`config.mk`:
```
export PLATFORM = sky130hd
export DESIGN_NAME = trigger_hit_sched
export DESIGN_NICKNAME = d
export VERILOG_FILES = /design/src/rtl/trigger_hit_sched.sv
export SDC_FILE = /design/constraint.sdc
export NUM_CORES = 1
export LEC_CHECK = 0
export CAP_MARGIN = 20
export CORE_MARGIN = 4
export CORE_UTILIZATION = 40
export DETAILED_ROUTE_END_ITERATION = 12
export PLACE_DENSITY_LB_ADDON = 0.05
export SLEW_MARGIN = 20
export SYNTH_ARGS = -nofsm -noshare
export SYNTH_HDL_FRONTEND = slang
export SYNTH_SLANG_ARGS = --single-unit
```
`constraint.sdc`:
```
create_clock -name clk320 -period 6.2 [get_ports clk320]
set_input_delay 1.55 -clock clk320 [delete_from_list [all_inputs] [get_ports clk320]]
set_output_delay 1.55 -clock clk320 [all_outputs]
set_load 0.1 [all_outputs]
```
`src/rtl/trigger_hit_sched.sv`:
```
// Per-bunch-crossing hit scheduler: snapshots channel triggers once per BC
// and streams one channel record per cycle with rotating round-robin priority.
module trigger_hit_sched #(
  parameter int unsigned N_CH       = 12,
  parameter int unsigned TW         = 10,
  parameter int unsigned AW         = 13,
  parameter int unsigned SNAP_PHASE = 0,
  parameter int unsigned DW         = 16
) (
  input  logic                 clk320,
  input  logic                 rstn,
  input  logic [2:0]           mt_cou,
  input  logic                 en,
  input  logic [N_CH-1:0]      ch_trig,
  input  logic [N_CH*TW-1:0]   ch_time,
  input  logic [N_CH*AW-1:0]   ch_ampl,
  input  logic                 out_ready,
  output logic                 out_valid,
  output logic [3:0]           out_ch,
  output logic [TW-1:0]        out_time,
  output logic [AW-1:0]        out_ampl,
  output logic                 out_first,
  output logic                 out_last,
  output logic                 tcm_req,
  output logic [3:0]           hit_cnt,
  output logic [DW-1:0]        drop_cnt,
  output logic                 busy
);

  localparam int unsigned CHW = 4;

  typedef enum logic {IDLE, EMIT} state_t;

  state_t              state_q, state_d;
  logic [N_CH-1:0]     pending_q, pending_d;
  logic [CHW-1:0]      rr_q, rr_d;
  logic [N_CH*TW-1:0]  time_q, time_d;
  logic [N_CH*AW-1:0]  ampl_q, ampl_d;

  logic                out_valid_d, out_first_d, out_last_d, tcm_req_d, busy_d;
  logic [CHW-1:0]      out_ch_d;
  logic [TW-1:0]       out_time_d;
  logic [AW-1:0]       out_ampl_d;
  logic [3:0]          hit_cnt_d;
  logic [DW-1:0]       drop_cnt_d;

  logic                snap_c;
  logic                accept_c;
  logic [N_CH-1:0]     pend_after;
  logic [N_CH-1:0]     upper;
  logic [N_CH-1:0]     sel_oh;
  logic [N_CH*TW-1:0]  tsrc;
  logic [N_CH*AW-1:0]  asrc;
  logic [DW:0]         dsum;

  function automatic logic [3:0] popc(input logic [N_CH-1:0] m);
    logic [3:0] c;
    c = '0;
    for (int i = 0; i < int'(N_CH); i++) c = c + 4'(m[i]);
    return c;
  endfunction

  // State and output registers
  always_ff @(posedge clk320 or negedge rstn) begin
    if (!rstn) begin
      state_q   <= IDLE;
      pending_q <= '0;
      rr_q      <= '0;
      time_q    <= '0;
      ampl_q    <= '0;
      out_valid <= 1'b0;
      out_ch    <= '0;
      out_time  <= '0;
      out_ampl  <= '0;
      out_first <= 1'b0;
      out_last  <= 1'b0;
      tcm_req   <= 1'b0;
      hit_cnt   <= '0;
      drop_cnt  <= '0;
      busy      <= 1'b0;
    end else begin
      state_q   <= state_d;
      pending_q <= pending_d;
      rr_q      <= rr_d;
      time_q    <= time_d;
      ampl_q    <= ampl_d;
      out_valid <= out_valid_d;
      out_ch    <= out_ch_d;
      out_time  <= out_time_d;
      out_ampl  <= out_ampl_d;
      out_first <= out_first_d;
      out_last  <= out_last_d;
      tcm_req   <= tcm_req_d;
      hit_cnt   <= hit_cnt_d;
      drop_cnt  <= drop_cnt_d;
      busy      <= busy_d;
    end
  end

  // Next-state: snapshot/drain of the pending mask, selection and flags
  always_comb begin
    state_d     = state_q;
    pending_d   = pending_q;
    rr_d        = rr_q;
    time_d      = time_q;
    ampl_d      = ampl_q;
    out_ch_d    = '0;
    out_time_d  = '0;
    out_ampl_d  = '0;
    out_first_d = 1'b0;
    out_last_d  = 1'b0;
    out_valid_d = 1'b0;
    tcm_req_d   = 1'b0;
    hit_cnt_d   = hit_cnt;
    drop_cnt_d  = drop_cnt;
    busy_d      = 1'b0;
    upper       = '0;
    sel_oh      = '0;
    dsum        = '0;

    snap_c   = (mt_cou == 3'(SNAP_PHASE));
    accept_c = out_valid & out_ready;

    // remove the record accepted this cycle
    pend_after = pending_q;
    for (int i = 0; i < int'(N_CH); i++) begin
      if (accept_c && (out_ch == CHW'(i))) pend_after[i] = 1'b0;
    end

    tsrc = time_q;
    asrc = ampl_q;
    if (snap_c) begin
      pending_d = ch_trig & {N_CH{en}};
      rr_d      = (rr_q == CHW'(N_CH - 1)) ? '0 : rr_q + CHW'(1);
      time_d    = ch_time;
      ampl_d    = ch_ampl;
      tsrc      = ch_time;
      asrc      = ch_ampl;
      hit_cnt_d = popc(pending_d);
      tcm_req_d = (pending_d != '0);
      // anything still pending here (held record included) is lost
      dsum       = {1'b0, drop_cnt} + (DW+1)'(popc(pend_after));
      drop_cnt_d = dsum[DW] ? {DW{1'b1}} : dsum[DW-1:0];
    end else begin
      pending_d = pend_after;
    end

    // round-robin pick: lowest set bit at or above rr_d, else lowest overall
    for (int i = 0; i < int'(N_CH); i++) begin
      upper[i] = pending_d[i] && (CHW'(i) >= rr_d);
    end
    for (int i = int'(N_CH) - 1; i >= 0; i--) begin
      if (upper != '0) begin
        if (upper[i]) out_ch_d = CHW'(i);
      end else if (pending_d[i]) begin
        out_ch_d = CHW'(i);
      end
    end
    for (int i = 0; i < int'(N_CH); i++) begin
      if (out_ch_d == CHW'(i)) begin
        sel_oh[i]  = 1'b1;
        out_time_d = tsrc[i*TW +: TW];
        out_ampl_d = asrc[i*AW +: AW];
      end
    end

    case (state_q)
      IDLE:    if (pending_d != '0) state_d = EMIT;
      EMIT:    if (pending_d == '0) state_d = IDLE;
      default: state_d = IDLE;
    endcase

    out_valid_d = (state_d == EMIT);
    busy_d      = (pending_d != '0);
    out_last_d  = out_valid_d && ((pending_d & ~sel_oh) == '0);
    if (snap_c)        out_first_d = out_valid_d;
    else if (accept_c) out_first_d = 1'b0;
    else               out_first_d = out_first & out_valid_d;
    if (!out_valid_d) out_ch_d = '0;
  end

endmodule
```
==> qor.yml <==
holdCritPathClass: "reg -> reg"
hold_violations: 0
clkPwrFrac_pct: 21.1
avgSynthCellArea_um2: 8.726
layout-area-overhead-vs-synth_pct: 34.78
path_clk_slew_ps: 60
p_seq_share_pct: 25.8
synth_seq_cells: 344
fin_ws_ps: 387.3
path_cells: "dlymetal6s2s_1 > nand3b_1 > o31a_1 > fa_1 > inv_1 > fa_1 > fa_1 > fa_1 > inv_1 > fa_1 > fa_2 > a21o_1 > a21oi_2 > o21ai_0 > nand3_1 > nor2_1 > nand2_1 > buf_12 > o211ai_1"
async_flop_share_pct: 100.0
switching_share_pct: 42.73
die_h_um: 215.0
finalSetupTns_ps: 0
dp.cells: 2848
place.gp.congestion: 0.8884
crit_path_start_kind: "primary input"
core_um2: 42130
drt_iter0_drc: 1244
yosysWarnings: 0
post-route-util_pct: 54.82
instances_no_fill: 2923
ys_types: 93
crit_top_cell: "fa_1"
fin_area_um2: 23100
die_w_um: 215.0
postCtsSetupBuffers: 0
ir_worst_vdd_mv: 0.3548
slew_viol_final: 0
clockBufferDepth: 3
seq_area_frac_synth_pct: 50.23
skew_ps: 19.92
cts-root-buf: "clkbuf_16"
rsz0062_at_grt: "no"
cp-end-kind: "register"
syn_nets: 2289
status: "finished, final reports clean"
drive_gt1_share_pct: 9.290
grt_first_pass_wirelength_um: 90740
layout_commonest_cell: "nand2_1"
avgRoutedWirePerCell_um: 20.26
final_cell_mix: "nand2_1, dfrtp_1, clkdlybuf4s50_1"
crit_family: "adder cells"
grt_pass1_vias: 15330
grt_usage_pct: 25.18
fillCellCount: 3900
finalCritPeriodShare_pct: 93.75
cap_violations: 0
synth_area_um2: 17140
rows: 75
synth-edff-count: 0
worst_path_max_delay_cell: "fa_1"
clock.fmax_mhz: 172.0
via_count: 15150
cp_max_fo: 11
worstSkewPairLatency_ps: 560
setup_violations: 0
fin_crit_ps: 5813
synth-main-ff-cell: "dfrtp_1"
start_util_pct: 40.67
power_switching_mw: 4.816
dpl.hpwl_um: 44110
p_leak_nw: 11.34
path_class: "in -> reg"
tritoncts: "built"
max_stage_delay_ps: 550
ctsHoldBuffers: 0
worstMarginPinSlew_ps: 1115
antenna_found_initial: 5
critPathRequiredTime_ps: 6620
place_ws_ps: -559.2
combPwrFrac_pct: 53.2
p_total_mw: 11.27
io_pins: 347
p_int_mw: 6.455
hold_ws_ps: 460.4
ant_nets: 0
maxSlewHeadroom_pct: 25.44
port_buffers: 346
cp.buffers_inverters: 4
numCtsBuffers: 40
via_per_inst: 5.184
grt_max_degree: 139
placed_area_um2: 21760
finalNetCount: 2676
route.final.wire_length_um: 59210
dieArea_um2: 46220
synthCells: 1964
h-tree-depth: 2
grt-ovfl-total: 0
drcViolationCount: 0
cp.arrival_ps: 6230
cts_sinks: 344
drt-pass1-iter-count: 7
power_density_nw_per_um2: 488.0
-- worst register-to-register path: cells and delay by family (launching register included) --
family          cells  cell delay [ps]
compound gates      5              850
buf+inv             3              250
simple gates        4              750
flops               1              470
fa+ha+maj           6             2840
-- layout make-up --
cell class,instances,area [µm²],share of cell area [%]
Sequential cell,344,8608,37.27
Multi-Input combinational cell,1468,7900,34.20
Timing Repair Buffer,457,4429,19.18
Clock buffer,62,1214,5.254
Tap cell,539,674.4,2.920
Inverter,40,150.1,0.6500
Clock inverter,8,110.1,0.4767
Antenna cell,5,12.51,0.05417
-- cell usage after synthesis, types with 9 or more instances --
cell type,number,area (µm²)
nand2_1,885,3322
a31oi_1,10,62.56
o21ba_1,9,90.09
nand2b_1,41,256.5
o221ai_1,17,148.9
inv_1,35,131.4
o21a_1,18,135.1
a21oi_1,34,170.2
nor2_1,46,172.7
mux2i_1,83,830.8
buf_1,29,108.9
nand3_1,46,230.2
o211ai_1,22,165.2
buf_6,9,101.4
nor3_1,20,100.1
fa_1,15,300.3
clkbuf_1,50,187.7
o21ai_1,11,55.05
ha_1,15,187.7
o21ai_0,21,105.1
o21bai_1,10,75.07
nor2b_1,14,87.58
buf_2,22,110.1
dfrtp_1,344,8608
-- state kept, by name, indices dropped and copies added, names as in the netlist, 4 cells and up --
name / count
ampl_q: 156
time_q: 120
drop_cnt: 16
out_ampl: 13
pending_q: 12
out_time: 10
hit_cnt: 4
out_ch: 4
rr_q: 4
-- cells by family (layout without fill, tap and decap cells) --
logic type | count (synthesis) | after routing | share of synthesized area, %
AND/OR/NAND/NOR | 1107 | 1107 | 26.95
flip-flops | 344 | 344 | 50.23
AO/OA/AOI/OAI | 231 | 231 | 10.16
buffers and inverters | 152 | 567 | 3.928
multiplexers | 90 | 90 | 5.373
adder cells (fa/ha/maj) | 30 | 30 | 2.847
XOR/XNOR | 10 | 10 | 0.5111
other | 0 | 5 | 0
-- power groups by stage --
stage                     logic [mW]  registers, mW  clock network (mW)
after floorplan                 3.04           3.67                   0
after global placement          5.95           2.93                   0
after detailed placement        5.98           2.94                   0
after CTS                       6.01           2.90                2.43
after global routing            6.43           2.94                2.51
final                           5.99           2.90                2.37
-- worst paths after layout --
| path | cells after the start | from | to | slack (ps) |
|---|---|---|---|---|
| setup / recovery | 19 | out_ready | drop_cnt[3] | 390 |
| hold / removal | 2 | ampl_q[74] | ampl_q[74] | 460 |
| setup reg to reg | 18 | out_ch[1] | drop_cnt[3] | 910 |
| min in group asynchronous | 1 | rstn | tcm_req | 980 |
| hold reg to reg | 2 | ampl_q[74] | ampl_q[74] | 460 |
| max in group asynchronous | 2 | rstn | time_q[34] | 3840 |
-- metal layers --
layer / GRT usage, % / share of wire, % / up-vias
met5: 0 / 0 / -
met4: 7.752 / 2.5 / 0
met3: 4.153 / 5.4 / 79
met2: 39.31 / 46 / 458
met1: 36.26 / 46 / 7373
li1: - / - / 7243
-- repair_timing --
item	CTS	global route
setup endpoints to repair	0	16
endpoints found under the hold margin	0	0
gates resized for setup	0	2
No activity file was read; power rests on OpenSTA's default activity.
